[config.mk]
export PLATFORM = sky130hd
export DESIGN_NAME = reg_file_sync
export DESIGN_NICKNAME = d
export VERILOG_FILES = /design/src/rtl/reg_file_pkg.sv /design/src/rtl/reg_word.sv /design/src/rtl/reg_file_sync.sv
export SDC_FILE = /design/constraint.sdc
export NUM_CORES = 1
export LEC_CHECK = 0
export ABC_AREA = 0
export CAP_MARGIN = 20
export CORE_ASPECT_RATIO = 0.75
export CORE_MARGIN = 2
export CORE_UTILIZATION = 25
export CTS_CLUSTER_SIZE = 28
export DETAILED_ROUTE_END_ITERATION = 8
export DONT_BUFFER_PORTS = 1
export HOLD_SLACK_MARGIN = 0.05
export PLACE_DENSITY_LB_ADDON = 0.25
export SETUP_SLACK_MARGIN = 0.1
export SYNTH_ARGS = -nofsm -noshare
export SYNTH_HDL_FRONTEND = slang
export SYNTH_SLANG_ARGS = --single-unit
[constraint.sdc]
create_clock -name clk -period 2 [get_ports clk]
set_input_delay 0.6 -clock clk [delete_from_list [all_inputs] [get_ports clk]]
set_output_delay 0.6 -clock clk [all_outputs]
set_load 0.005 [all_outputs]
[src/rtl/reg_file_pkg.sv]
// reg_file_pkg: default geometry and address-width helper for reg_file_sync
package reg_file_pkg;
  localparam int DEF_WIDTH = 8;
  localparam int DEF_DEPTH = 8;
  function automatic int addr_w(input int depth);
    return depth <= 2 ? 1 : $clog2(depth);
  endfunction
endpackage

[src/rtl/reg_word.sv]
// reg_word: one storage word with enable, synchronous clear and valid flag
module reg_word #(
  parameter int WIDTH = 8
) (
  input  logic             clk,
  input  logic             rst,
  input  logic             clr,
  input  logic             en,
  input  logic [WIDTH-1:0] d,
  output logic [WIDTH-1:0] q,
  output logic             valid
);
  always_ff @(posedge clk) begin
    if (rst || clr) begin
      q     <= '0;
      valid <= 1'b0;
    end else if (en) begin
      q     <= d;
      valid <= 1'b1;
    end
  end
endmodule

[src/rtl/reg_file_sync.sv]
// reg_file_sync: 1-write 2-read register file with registered reads, valid flags and optional write bypass
module reg_file_sync import reg_file_pkg::*; #(
  parameter int WIDTH  = DEF_WIDTH,
  parameter int DEPTH  = DEF_DEPTH,
  parameter int BYPASS = 1,
  localparam int ADDR_W = addr_w(DEPTH)
) (
  input  logic              clk,
  input  logic              rst,
  input  logic              clr,
  input  logic              we,
  input  logic [ADDR_W-1:0] waddr,
  input  logic [WIDTH-1:0]  wdata,
  input  logic [ADDR_W-1:0] raddr0,
  input  logic [ADDR_W-1:0] raddr1,
  output logic [WIDTH-1:0]  rdata0,
  output logic [WIDTH-1:0]  rdata1,
  output logic              rvalid0,
  output logic              rvalid1,
  output logic              werr
);
  localparam logic [ADDR_W:0] DEPTH_L = (ADDR_W+1)'(DEPTH);
  logic [WIDTH-1:0] words [DEPTH];
  logic [DEPTH-1:0] valids;
  logic             w_ok, hit0, hit1;
  logic [WIDTH:0]   n0, n1;
  assign w_ok = {1'b0, waddr} < DEPTH_L;
  assign hit0 = we && w_ok && raddr0 == waddr;
  assign hit1 = we && w_ok && raddr1 == waddr;
  for (genvar i = 0; i < DEPTH; i++) begin : g_word
    reg_word #(.WIDTH(WIDTH)) u_word (
      .clk(clk), .rst(rst), .clr(clr),
      .en(we && waddr == ADDR_W'(i)),
      .d(wdata), .q(words[i]), .valid(valids[i])
    );
  end
  // out-of-range read addresses match no word and fall through to zero
  always_comb begin
    n0 = '0;
    n1 = '0;
    for (int i = 0; i < DEPTH; i++) begin
      if (raddr0 == ADDR_W'(i)) n0 = {valids[i], words[i]};
      if (raddr1 == ADDR_W'(i)) n1 = {valids[i], words[i]};
    end
    if (BYPASS != 0 && hit0) n0 = {1'b1, wdata};
    if (BYPASS != 0 && hit1) n1 = {1'b1, wdata};
  end
  always_ff @(posedge clk) begin
    if (rst || clr) begin
      {rvalid0, rdata0} <= '0;
      {rvalid1, rdata1} <= '0;
      werr              <= 1'b0;
    end else begin
      {rvalid0, rdata0} <= n0;
      {rvalid1, rdata1} <= n1;
      werr              <= we && !w_ok;
    end
  end
endmodule

; ---- Word level (Yosys, flattened, before mapping)
; Index checks and enable logic that the tools add are counted.
[word_totals]
register_bits = 90
in_bits = 21
out_inout_bits = 19
[op_classes]
n_eq_ne = 23
muxes = 18
n_reduce_logical = 14
[op_table]
columns = cell, n
row1 = $mux 9, 18
row2 = $eq 3x3->1 const B, 12
row3 = $eq 3x2->1 const B, 6
row4 = $logic_and 1x1->1, 10
row5 = $eq 3x1->1 const B, 3
row6 = $logic_not 3->1, 3
row7 = $eq 3x3->1, 2
row8 = $logic_or 1x1->1, 1

; ---- Depth between registers and ports, before layout
; Gate-level depths: netlist of run 1.
[depth]
word_depth = 10
ltp_mapped = 7

; ---- By module
; Synthesis of run 1 repeated with hierarchy kept, for this count alone.
[hier_totals]
hier_cells = 467
area_unflattened_um2 = 4688.2
[by_module_without_submodules]
columns = mod, n_inst, cells_per_inst, area_each_um2
row1 = reg_word, 8, 30, 322.8
row2 = reg_file_sync, 1, 227, 2105.8

; ---- Worst setup path after synthesis of run 1
; OpenSTA, ideal clock, no wires.
[synth_timing]
path_type = input to register
start = input port raddr0[2]
end = register rdata0[2]
t_arrival_ns = 1.594
required_time_ns = 1.884
path_slack_ns = 0.291
stages = 5
n_path_buf = 1
cell_sequence = buf_6 -> mux4_2 -> o22ai_1 -> a211oi_1 -> a31o_1
[synth_between]
elab_chain_len = 10
[synth_lines]
columns = element, line
row1 = start: declaration, reg_file_sync.sv:14  ; input logic [ADDR_W-1:0] raddr0,
row2 = $logic_not 3->1, reg_file_sync.sv:42  ; if (raddr0 == ADDR_W'(i)) n0 = {valids[i], words[i]};
row3 = $mux 9 (8 in a row), reg_file_sync.sv:42
row4 = $mux 9 *, reg_file_sync.sv:45  ; if (BYPASS != 0 && hit0) n0 = {1'b1, wdata};
row5 = end signal: assignment, reg_file_sync.sv:54  ; {rvalid0, rdata0} <= n0;
row6 = end: declaration, reg_file_sync.sv:16  ; output logic [WIDTH-1:0] rdata0,
; Mark *: on every way between the ends. The rest lies on a longest branch, timed or not.
; A chain may end at the register's enable or synchronous reset.

; ---- Worst setup path after layout of run 1
[layout_timing]
start = register g_word[6].u_word.q[4]
end = register rdata0[4]
[layout_between]
elab_chain_len = 3
[layout_lines]
columns = element, line
row1 = start: declaration, reg_word.sv:10  ; output logic [WIDTH-1:0] q,
row2 = start signal: assignment, reg_word.sv:15  ; q <= '0;
row3 = start signal: assignment, reg_word.sv:18  ; q <= d;
row4 = $mux 9 (2 in a row), reg_file_sync.sv:42
row5 = $mux 9, reg_file_sync.sv:45
; No other way between the ends.

==> impl.org, run 1 <==
** Status
- Outcome :: finished, final reports clean

** Yosys
- Synth top cells by count :: sky130_fd_sc_hd__nand2_1, sky130_fd_sc_hd__dfxtp_1, sky130_fd_sc_hd__a21oi_1
- Post-Syn Nets :: 570
- Number of library cell types mapped by synthesis :: 49
- Counting flops with a built-in enable in the synthesized netlist gives 0.
- The synthesized design spends more area on one cell type than any other, namely sky130_fd_sc_hd__dfxtp_1.
- Of the post-synthesis cell area, the dominant cell type holds 0.3908.
- Most frequently used cell type in the post-synthesis netlist :: sky130_fd_sc_hd__nand2_1
- In this run the mean area of a mapped cell was 8.398 sq um.
- Number of warning messages in the yosys log :: 0
- Count of mapped cells out of synthesis :: 549
- Top cells by area in the synthesized netlist :: sky130_fd_sc_hd__dfxtp_1, sky130_fd_sc_hd__nand2_1, sky130_fd_sc_hd__a21oi_1
- Dominant register cell in the synthesized netlist :: sky130_fd_sc_hd__dfxtp_1
- Register bit total from synthesis :: 90
- Share of async-settable or async-resettable flops after synthesis :: 0
- Sequential-to-total area share from yosys stat :: 0.3908
- Cell Area, Synth :: 4611 sq um

** Critical path
- STA classifies the critical path endpoint as a flop.
- For the worst setup path, the data required time is 2.23 ns.
- Library cell contributing the largest single delay on the critical path :: sky130_fd_sc_hd__mux4_2
- Stage delay of the slowest cell on the critical path :: 0.48 ns
- Critical path class :: reg2reg
- At the worst endpoint, the arrival time is 1.66 ns.
- Worst path top cell family by delay :: multiplexers
- Along the worst path, the maximum fanout reaches 5.
- Counting buffers and inverters, the worst setup path is 4 cells deep.
- The signal on the critical path passes through mux4_2 -> o22ai_1 -> a211oi_1 -> a31o_1.
- Counting cells, the worst reg-to-reg path comes to 4.
- Sort of element at the start of the critical path :: flop
- The number of buffers and inverters on the critical path is 0.

** Drt
- Detailed-route DRC error count :: 0
- In the final routed layout, each cell accounts on average for 20.41 um.
- Initial drt markers :: 312
- In the routed layout, each cell is associated on average with a via count of 5.106.
- Remaining antenna violation count :: 0
- Router iterations before antenna repair :: 5
- The routed layout has 3998 vias.
- Final routed wirelength across all metal layers :: 15980 um

** Clock tree
- Hold repair after CTS inserted 0 buffers.
- Root buffer selected by CTS :: sky130_fd_sc_hd__clkbuf_16
- In this run the deepest clock path goes through 2 buffers.
- Reg clk slew, reported paths :: 0.07 ns
- The H-tree was split into 3 levels.
- TritonCTS buffer count :: 9
- CTS tree :: done
- For the worst-skew pair, the clock arrives at the later sink with an insertion delay of 0.34 ns.
- In this run, post-CTS repair resized a total of 0 instances.
- The number of setup buffers added after CTS is 0.
- Counting every sink on the clock net gives 90.

** Global route
- Vias in the first global route :: 3937
- Summed over all layers, the global routing overflow is 0.
- For this run, the total global-route usage over all layers was measured as 0.1702.
- The first global-routing pass estimated 24580 um of wire.
- Number of antenna violations at the first check in global routing :: 0
- Entering global routing, the biggest net connects 34 pins.

** Timing
- Setup repair after global routing left no endpoint under its margin.
- Static timing analysis puts the maximum clock frequency at 699.0 MHz.
- Final critical-path share of the clock period :: 0.7153
- Setup skew after layout :: 0.006430 ns
- Setup WS post-layout :: 0.5693 ns
- Setup violations remaining at the end of the flow were counted as 0.
- Headroom to the max-slew limit came out at 0.6367.
- The count of pins over their slew limit is 0.
- At the pin with the least slew margin, the transition time is 0.5437 ns.
- Counting I/O delays and the setup requirement, the final critical path takes 1.431 ns.
- The final hold violation count is 0.
- For the final routed database, the setup TNS stands at 0 ns.

** Pwr
- PwrDens :: 769.5 nW/um^2
- In this run the static leakage power is 1.682 nW.
- Max rail drop VDD :: 0.0003558 V

** Worst hold path
- Along the worst hold path, the cell count comes to 2.
- Class of the worst hold path :: in2reg

** Finish
- The repair_antennas step left the layout with diodes totalling 0.
- In the final layout, the share of cells above drive strength 1 is 0.1331.
- For this run, the post-layout net count is 557.
- From synthesis to final layout, the design area changed by 11.02%.

** Floorplan
- Die area :: 19560 sq um
- Floorplan row count :: 42
- During I/O placement, the number of pins put on the boundary was 40.
- The floorplan step set the die width to 160.8 um.
- Measured along the y axis, the die boundary spans 121.6 um.
- Area of the core :: 17870 sq um
- The initial utilization of the core area, before any placement, comes to 0.2581.

** Place
- Buffers placed on the I/O ports in this run total 0.
- Post-DP HPWL :: 10730 um
- At the end of routability-driven placement, the weighted congestion stood at 0.8043.
- Placement-stage worst setup slack :: 0.2795 ns

** Flow run
- Max capacitance violation total :: 0
[layout by cell type (no fill, tap or decap), drive strengths merged, types with 2 or more instances in the layout]
cell       n
nor2b      9
o211ai     4
o21ai     19
a31o       3
clkbuf    11
a211oi     4
xnor2      6
a21oi     80
nand4      5
nor2      26
mux2i     26
o2bb2ai    4
clkinv     3
nand2    154
buf       19
mux2      12
o311ai     2
a221oi     4
dfxtp     90
nor3       6
bufinv     2
nand2b     5
a211o      4
nand3      7
o22ai      5
inv        3
a31oi      4
mux4      14
[report_power, final]
part | internal [mW] | total (mW) | switching, mW
clock | 1.09 | 1.82 | 0.720
combinational | 0.122 | 0.285 | 0.163
sequential | 1.82 | 1.84 | 0.0213
total | 3.03 | 3.94 | 0.904
[through the flow]
stage                     total power, mW  std cells  hold WS (ns)  utilization  area (sq um)
final                               3.939        783        0.3899       0.2865          5119
after global routing                4.084        783        0.3804       0.2865          5119
after detailed placement            2.165        767        0.4624       0.2690          4807
after floorplan                     2.171        549        0.4411            -          4611
after global placement              2.162        767        0.4555       0.2690          4807
after CTS                           3.967        783        0.3818       0.2865          5119
[worst reg2reg max path, stage by stage (launching register included)]
cell and delay (ns):
sky130_fd_sc_hd__dfxtp_1 0.37, sky130_fd_sc_hd__mux4_2 0.48, sky130_fd_sc_hd__o22ai_1 0.22, sky130_fd_sc_hd__a211oi_1 0.07, sky130_fd_sc_hd__a31o_1 0.18
[cell type report]
class / instances / area, sq um
clock buffer: 11 / 232.7
inverter: 3 / 11.26
timing repair buffer: 19 / 155.1
fill: 1924 / 12750
tap: 242 / 302.8
multi-input combinational: 413 / 2536
sequential: 90 / 1802
clock inverter: 5 / 78.83
[registers in the layout, summed over array words and instances (netlist names)]
register and cells:
rvalid1 1, g_word.u_word.q 64, g_word.u_word.valid 8, rdata1 8, rdata0 8, rvalid0 1
[metal layers]
metal	GRT usage	vias up	part of all wire
met3	0.04937	20	0.071
met4	0.04632	0	0.016
met1	0.2253	1945	0.46
met2	0.2732	144	0.45
li1	-	1889	-
met5	0	-	0
[logic make-up after synthesis]
group,synth area share
mux,0.1558
flops,0.3908
compound gates,0.1772
xor+xnor,0.01140
buf+inv,0.05916
other cells,0.0008133
simple gates,0.2049
[path summary, 6_finish.rpt]
check                              from                     to  slack, ns
setup / recovery  g_word[6].u_word.q[4]              rdata0[4]       0.57
hold / removal                 wdata[3]  g_word[1].u_word.q[3]       0.39
setup reg to reg  g_word[6].u_word.q[4]              rdata0[4]       0.57
hold reg to reg   g_word[3].u_word.q[0]  g_word[3].u_word.q[0]       0.47
Note: power is estimated with default switching activity, not from simulation.
==> run 2: changes to the inputs <==
==> constraint.sdc (replaced) <==
create_clock -name clk -period 1.5 [get_ports clk]
set_input_delay 0.45 -clock clk [delete_from_list [all_inputs] [get_ports clk]]
set_output_delay 0.45 -clock clk [all_outputs]
set_load 0.005 [all_outputs]
==> run 2 against run 1 <==
Net effect: final cell count grew 0.77%; non-clock buffer count grew 6; clock skew shrank 0.00085 ns; largest power group is now clock; global-route usage shrank 0.89 points; total power grew 39%; via count grew 0.90%; maximum frequency grew 5.5%; setup slack lost 0.43 ns; register-to-register slack lost 0.43 ns; sequential share of layout area shrank 1.1 points; count of clock-buffer cells in the layout shrank 2; largest cell class unchanged; critical endpoint unchanged.
==> impl.org, run 2 (synthesis gave the netlist of run 1 again) <==
** Critical path
- The top cell family by delay on the critical path is multiplexers (unchanged).
- Largest driver fanout on the critical path :: 5 (unchanged)
- The required time of the worst setup path was 1.74 ns (was 2.23 ns).
- The highest cell delay on the worst timing path came to 0.48 ns (about the same).
- The startpoint class of the critical path is a flop (unchanged).
- The number of buffer and inverter instances along the worst setup path was 0 (unchanged).
- The kind of critical path is reg2reg (unchanged).
- Worst EP arrival :: 1.59 ns (was 1.66 ns)
- The category of the worst setup path capture point is a flop (unchanged).
- Internal reg-to-reg setup slack :: 0.14 ns (was 0.57 ns)
- Crit-path cells :: mux4_2 -> o22ai_2 -> a211oi_1 -> a31o_1 (was mux4_2 -> o22ai_1 -> a211oi_1 -> a31o_1)
- Library cell contributing the largest single delay on the critical path :: sky130_fd_sc_hd__mux4_2 (unchanged)

** Finish
- The filler cell count is 1902 (was 1924).
- The flip-flop and latch area was 1803 sq um (was 1802 sq um).
- The most common cell after layout, fill and taps aside is sky130_fd_sc_hd__nand2_1 (unchanged).
- Most flops, register :: g_word.u_word.q (unchanged)
- Final standard cell area without fillers :: 5295 sq um (was 5119 sq um)
- Number of flip-flops under the largest register name :: 64 (unchanged)
- The signed area change from the synthesized netlist to the final layout came to 14.84% (was 11.02%).
- Fraction of layout instances using a drive strength above 1 :: 0.1664 (was 0.1331)
- Most used cells in the layout excluding fill and tap cells :: sky130_fd_sc_hd__nand2_1, sky130_fd_sc_hd__dfxtp_1, sky130_fd_sc_hd__a21oi_1 (unchanged)
- Antenna fix cells :: 0 (unchanged)
- Total Nets Final :: 563 (was 557)
- The area occupied by multi-input gates was 2610 sq um (was 2536 sq um).
- The fraction of the core area covered by cells at the end of the flow was 0.2964 (was 0.2865).

** Floorplan
- Floorplan die width :: 160.8 um (unchanged)
- Area of the core :: 17870 sq um (unchanged)
- Initial Util :: 0.2581 (unchanged)
- Total I/O pin count :: 40 (unchanged)
- The number of cell rows is 42 (unchanged).
- Die Y-Extent :: 121.6 um (unchanged)
- The area of the die was 19560 sq um (unchanged).

** Pwr
- Clock share of power :: 0.479 (was 0.461)
- Max rail drop VDD :: 0.0004240 V (was 0.0003558 V)
- Net load switching power :: 1.247 mW (was 0.9044 mW)
- The switching power as a share of total power was 0.2274 (was 0.2296).
- Static power due to leakage :: 1.750 nW (was 1.682 nW)
- The part of the power in combinational logic was 0.075 (was 0.072).
- PwrDens :: 1036 nW/um^2 (was 769.5 nW/um^2)
- Internal cell power :: 4.236 mW (was 3.035 mW)
- The power share of the sequential group is 0.446 (was 0.467).
- PnR Total Power :: 5.483 mW (was 3.939 mW)

** Timing
- Setup repair after global routing missed its margin: true (was false).
- The count of pins over their slew limit is 0 (unchanged).
- The final critical path time including I/O delays and setup is 1.356 ns (was 1.431 ns).
- Final critical-path share of the clock period :: 0.9041 (was 0.7153)
- The post-route clock skew is 0.005582 ns (was 0.006430 ns).
- Upper clock frequency limit :: 737.4 MHz (was 699.0 MHz)
- Final number of hold-violating endpoints :: 0 (unchanged)
- Final count of negative-setup-slack endpoints :: 0 (unchanged)
- Sum of negative setup slack :: 0 ns (unchanged)
- The worst hold margin came to 0.2284 ns (was 0.3899 ns).

** Place
- Quantity of I/O buffers inserted on ports :: 0 (unchanged)
- The post-detailed-placement half-perimeter wirelength was 10090 um (was 10730 um).
- The weighted congestion reported at the end of routability-driven placement is 0.8128 (was 0.8043).
- Post-Place Cell Area :: 4938 sq um (was 4807 sq um)

** Clock tree
- The number of buffers created by CTS came to 9 (unchanged).
- Worst skew pair latency :: 0.35 ns (was 0.34 ns)
- The largest buffer count on any clock path came to 2 (unchanged).
- The total number of H-tree levels came to 3 (unchanged).
- The post-CTS clock slew at the launch and capture registers of the worst setup and hold paths was 0.07 ns (about the same).
- The number of clock sinks seen by CTS was 90 (unchanged).
- The buffer count from post-CTS setup fixing came to 0 (unchanged).
- The clock tree from TritonCTS was done (unchanged).
- Root buffer selected by CTS :: sky130_fd_sc_hd__clkbuf_16 (unchanged)

** Global route
- The number of global-route vias before repair came to 3759 (was 3937).
- The first-pass GRT wire length was 23400 um (was 24580 um).
- The remaining global-route overflow is 0 (unchanged).
- The number of antenna violations at the first check in global routing came to 0 (unchanged).
- Global router's overall resource usage :: 0.1612 (was 0.1702)
- Maximum number of pins on one net before global-route repair :: 64 (was 34)

** Drt
- Router iterations before antenna repair :: 5 (unchanged)
- Final routed wire length divided by cell count :: 19.53 um (was 20.41 um)
- The count of antenna-violating nets left after detailed routing came to 0 (unchanged).
- Drt via density :: 5.113 (was 5.106)
- The post-detailed-routing wire length came to 15410 um (was 15980 um).
- Detailed-route DRC error count :: 0 (unchanged)
- Initial drt markers :: 346 (was 312)
- The vias after detailed routing was 4034 (was 3998).

** Flow run
- The max-cap violation count came to 0 (unchanged).

** Worst hold path
- The type of the worst min-delay path was in2reg (unchanged).

** Status
- Outcome: finished, final reports clean (unchanged).
-- run 2: power by group through the flow --
stage	Combinational, mW	Sequential (mW)	Clock [mW]
after global routing	0.443	2.45	2.77
final	0.409	2.45	2.63
after detailed placement	0.405	2.50	0
after floorplan	0.435	2.49	0
after CTS	0.406	2.45	2.67
after global placement	0.401	2.50	0
-- run 2: area by class of cell --
type | count | share of cell area
Multi-Input combinational cell | 413 | 0.4929
Sequential cell | 90 | 0.3405
Timing Repair Buffer | 25 | 0.04253
Clock buffer | 9 | 0.04253
Tap cell | 242 | 0.05718
Inverter | 3 | 0.002127
Clock inverter | 7 | 0.02221
-- run 2: through the flow --
stage               instances  worst slack, ns
floorplan                 549         -0.04257
detailed placement        773         -0.03189
global route              789          0.08716
global placement          773         -0.03781
finish                    789           0.1439
CTS                       789           0.1018
-- run 2: repair_timing --
| item | 4_1_cts | 5_1_grt |
|---|---|---|
| setup endpoints to repair | 0 | 2 |
| hold buffers | 0 | 0 |
| gates resized for setup | 0 | 3 |
-- run 2: path summary, 6_finish.rpt --
kind / depth (start not counted) / end / start
worst max-delay path: 4 / rdata0[4] / g_word[6].u_word.q[4]
worst min-delay path: 2 / g_word[2].u_word.q[7] / wdata[7]
worst max register to register: 4 / rdata0[4] / g_word[6].u_word.q[4]
worst min register to register: 2 / g_word[4].u_word.q[4] / g_word[4].u_word.q[4]
-- run 2: per-layer routing --
metal,vias to the layer above,part of all wire,track usage
met2,128,0.44,0.2481
met4,0,0.0070,0.02846
met5,-,0,0
li1,1888,-,-
met1,2008,0.46,0.2271
met3,10,0.090,0.04801
-- run 2: worst reg2reg max path, stage by stage (launching register included) --
cell                       delay (ns)
sky130_fd_sc_hd__dfxtp_2         0.34
sky130_fd_sc_hd__mux4_2          0.48
sky130_fd_sc_hd__o22ai_2         0.16
sky130_fd_sc_hd__a211oi_1        0.06
sky130_fd_sc_hd__a31o_1          0.20
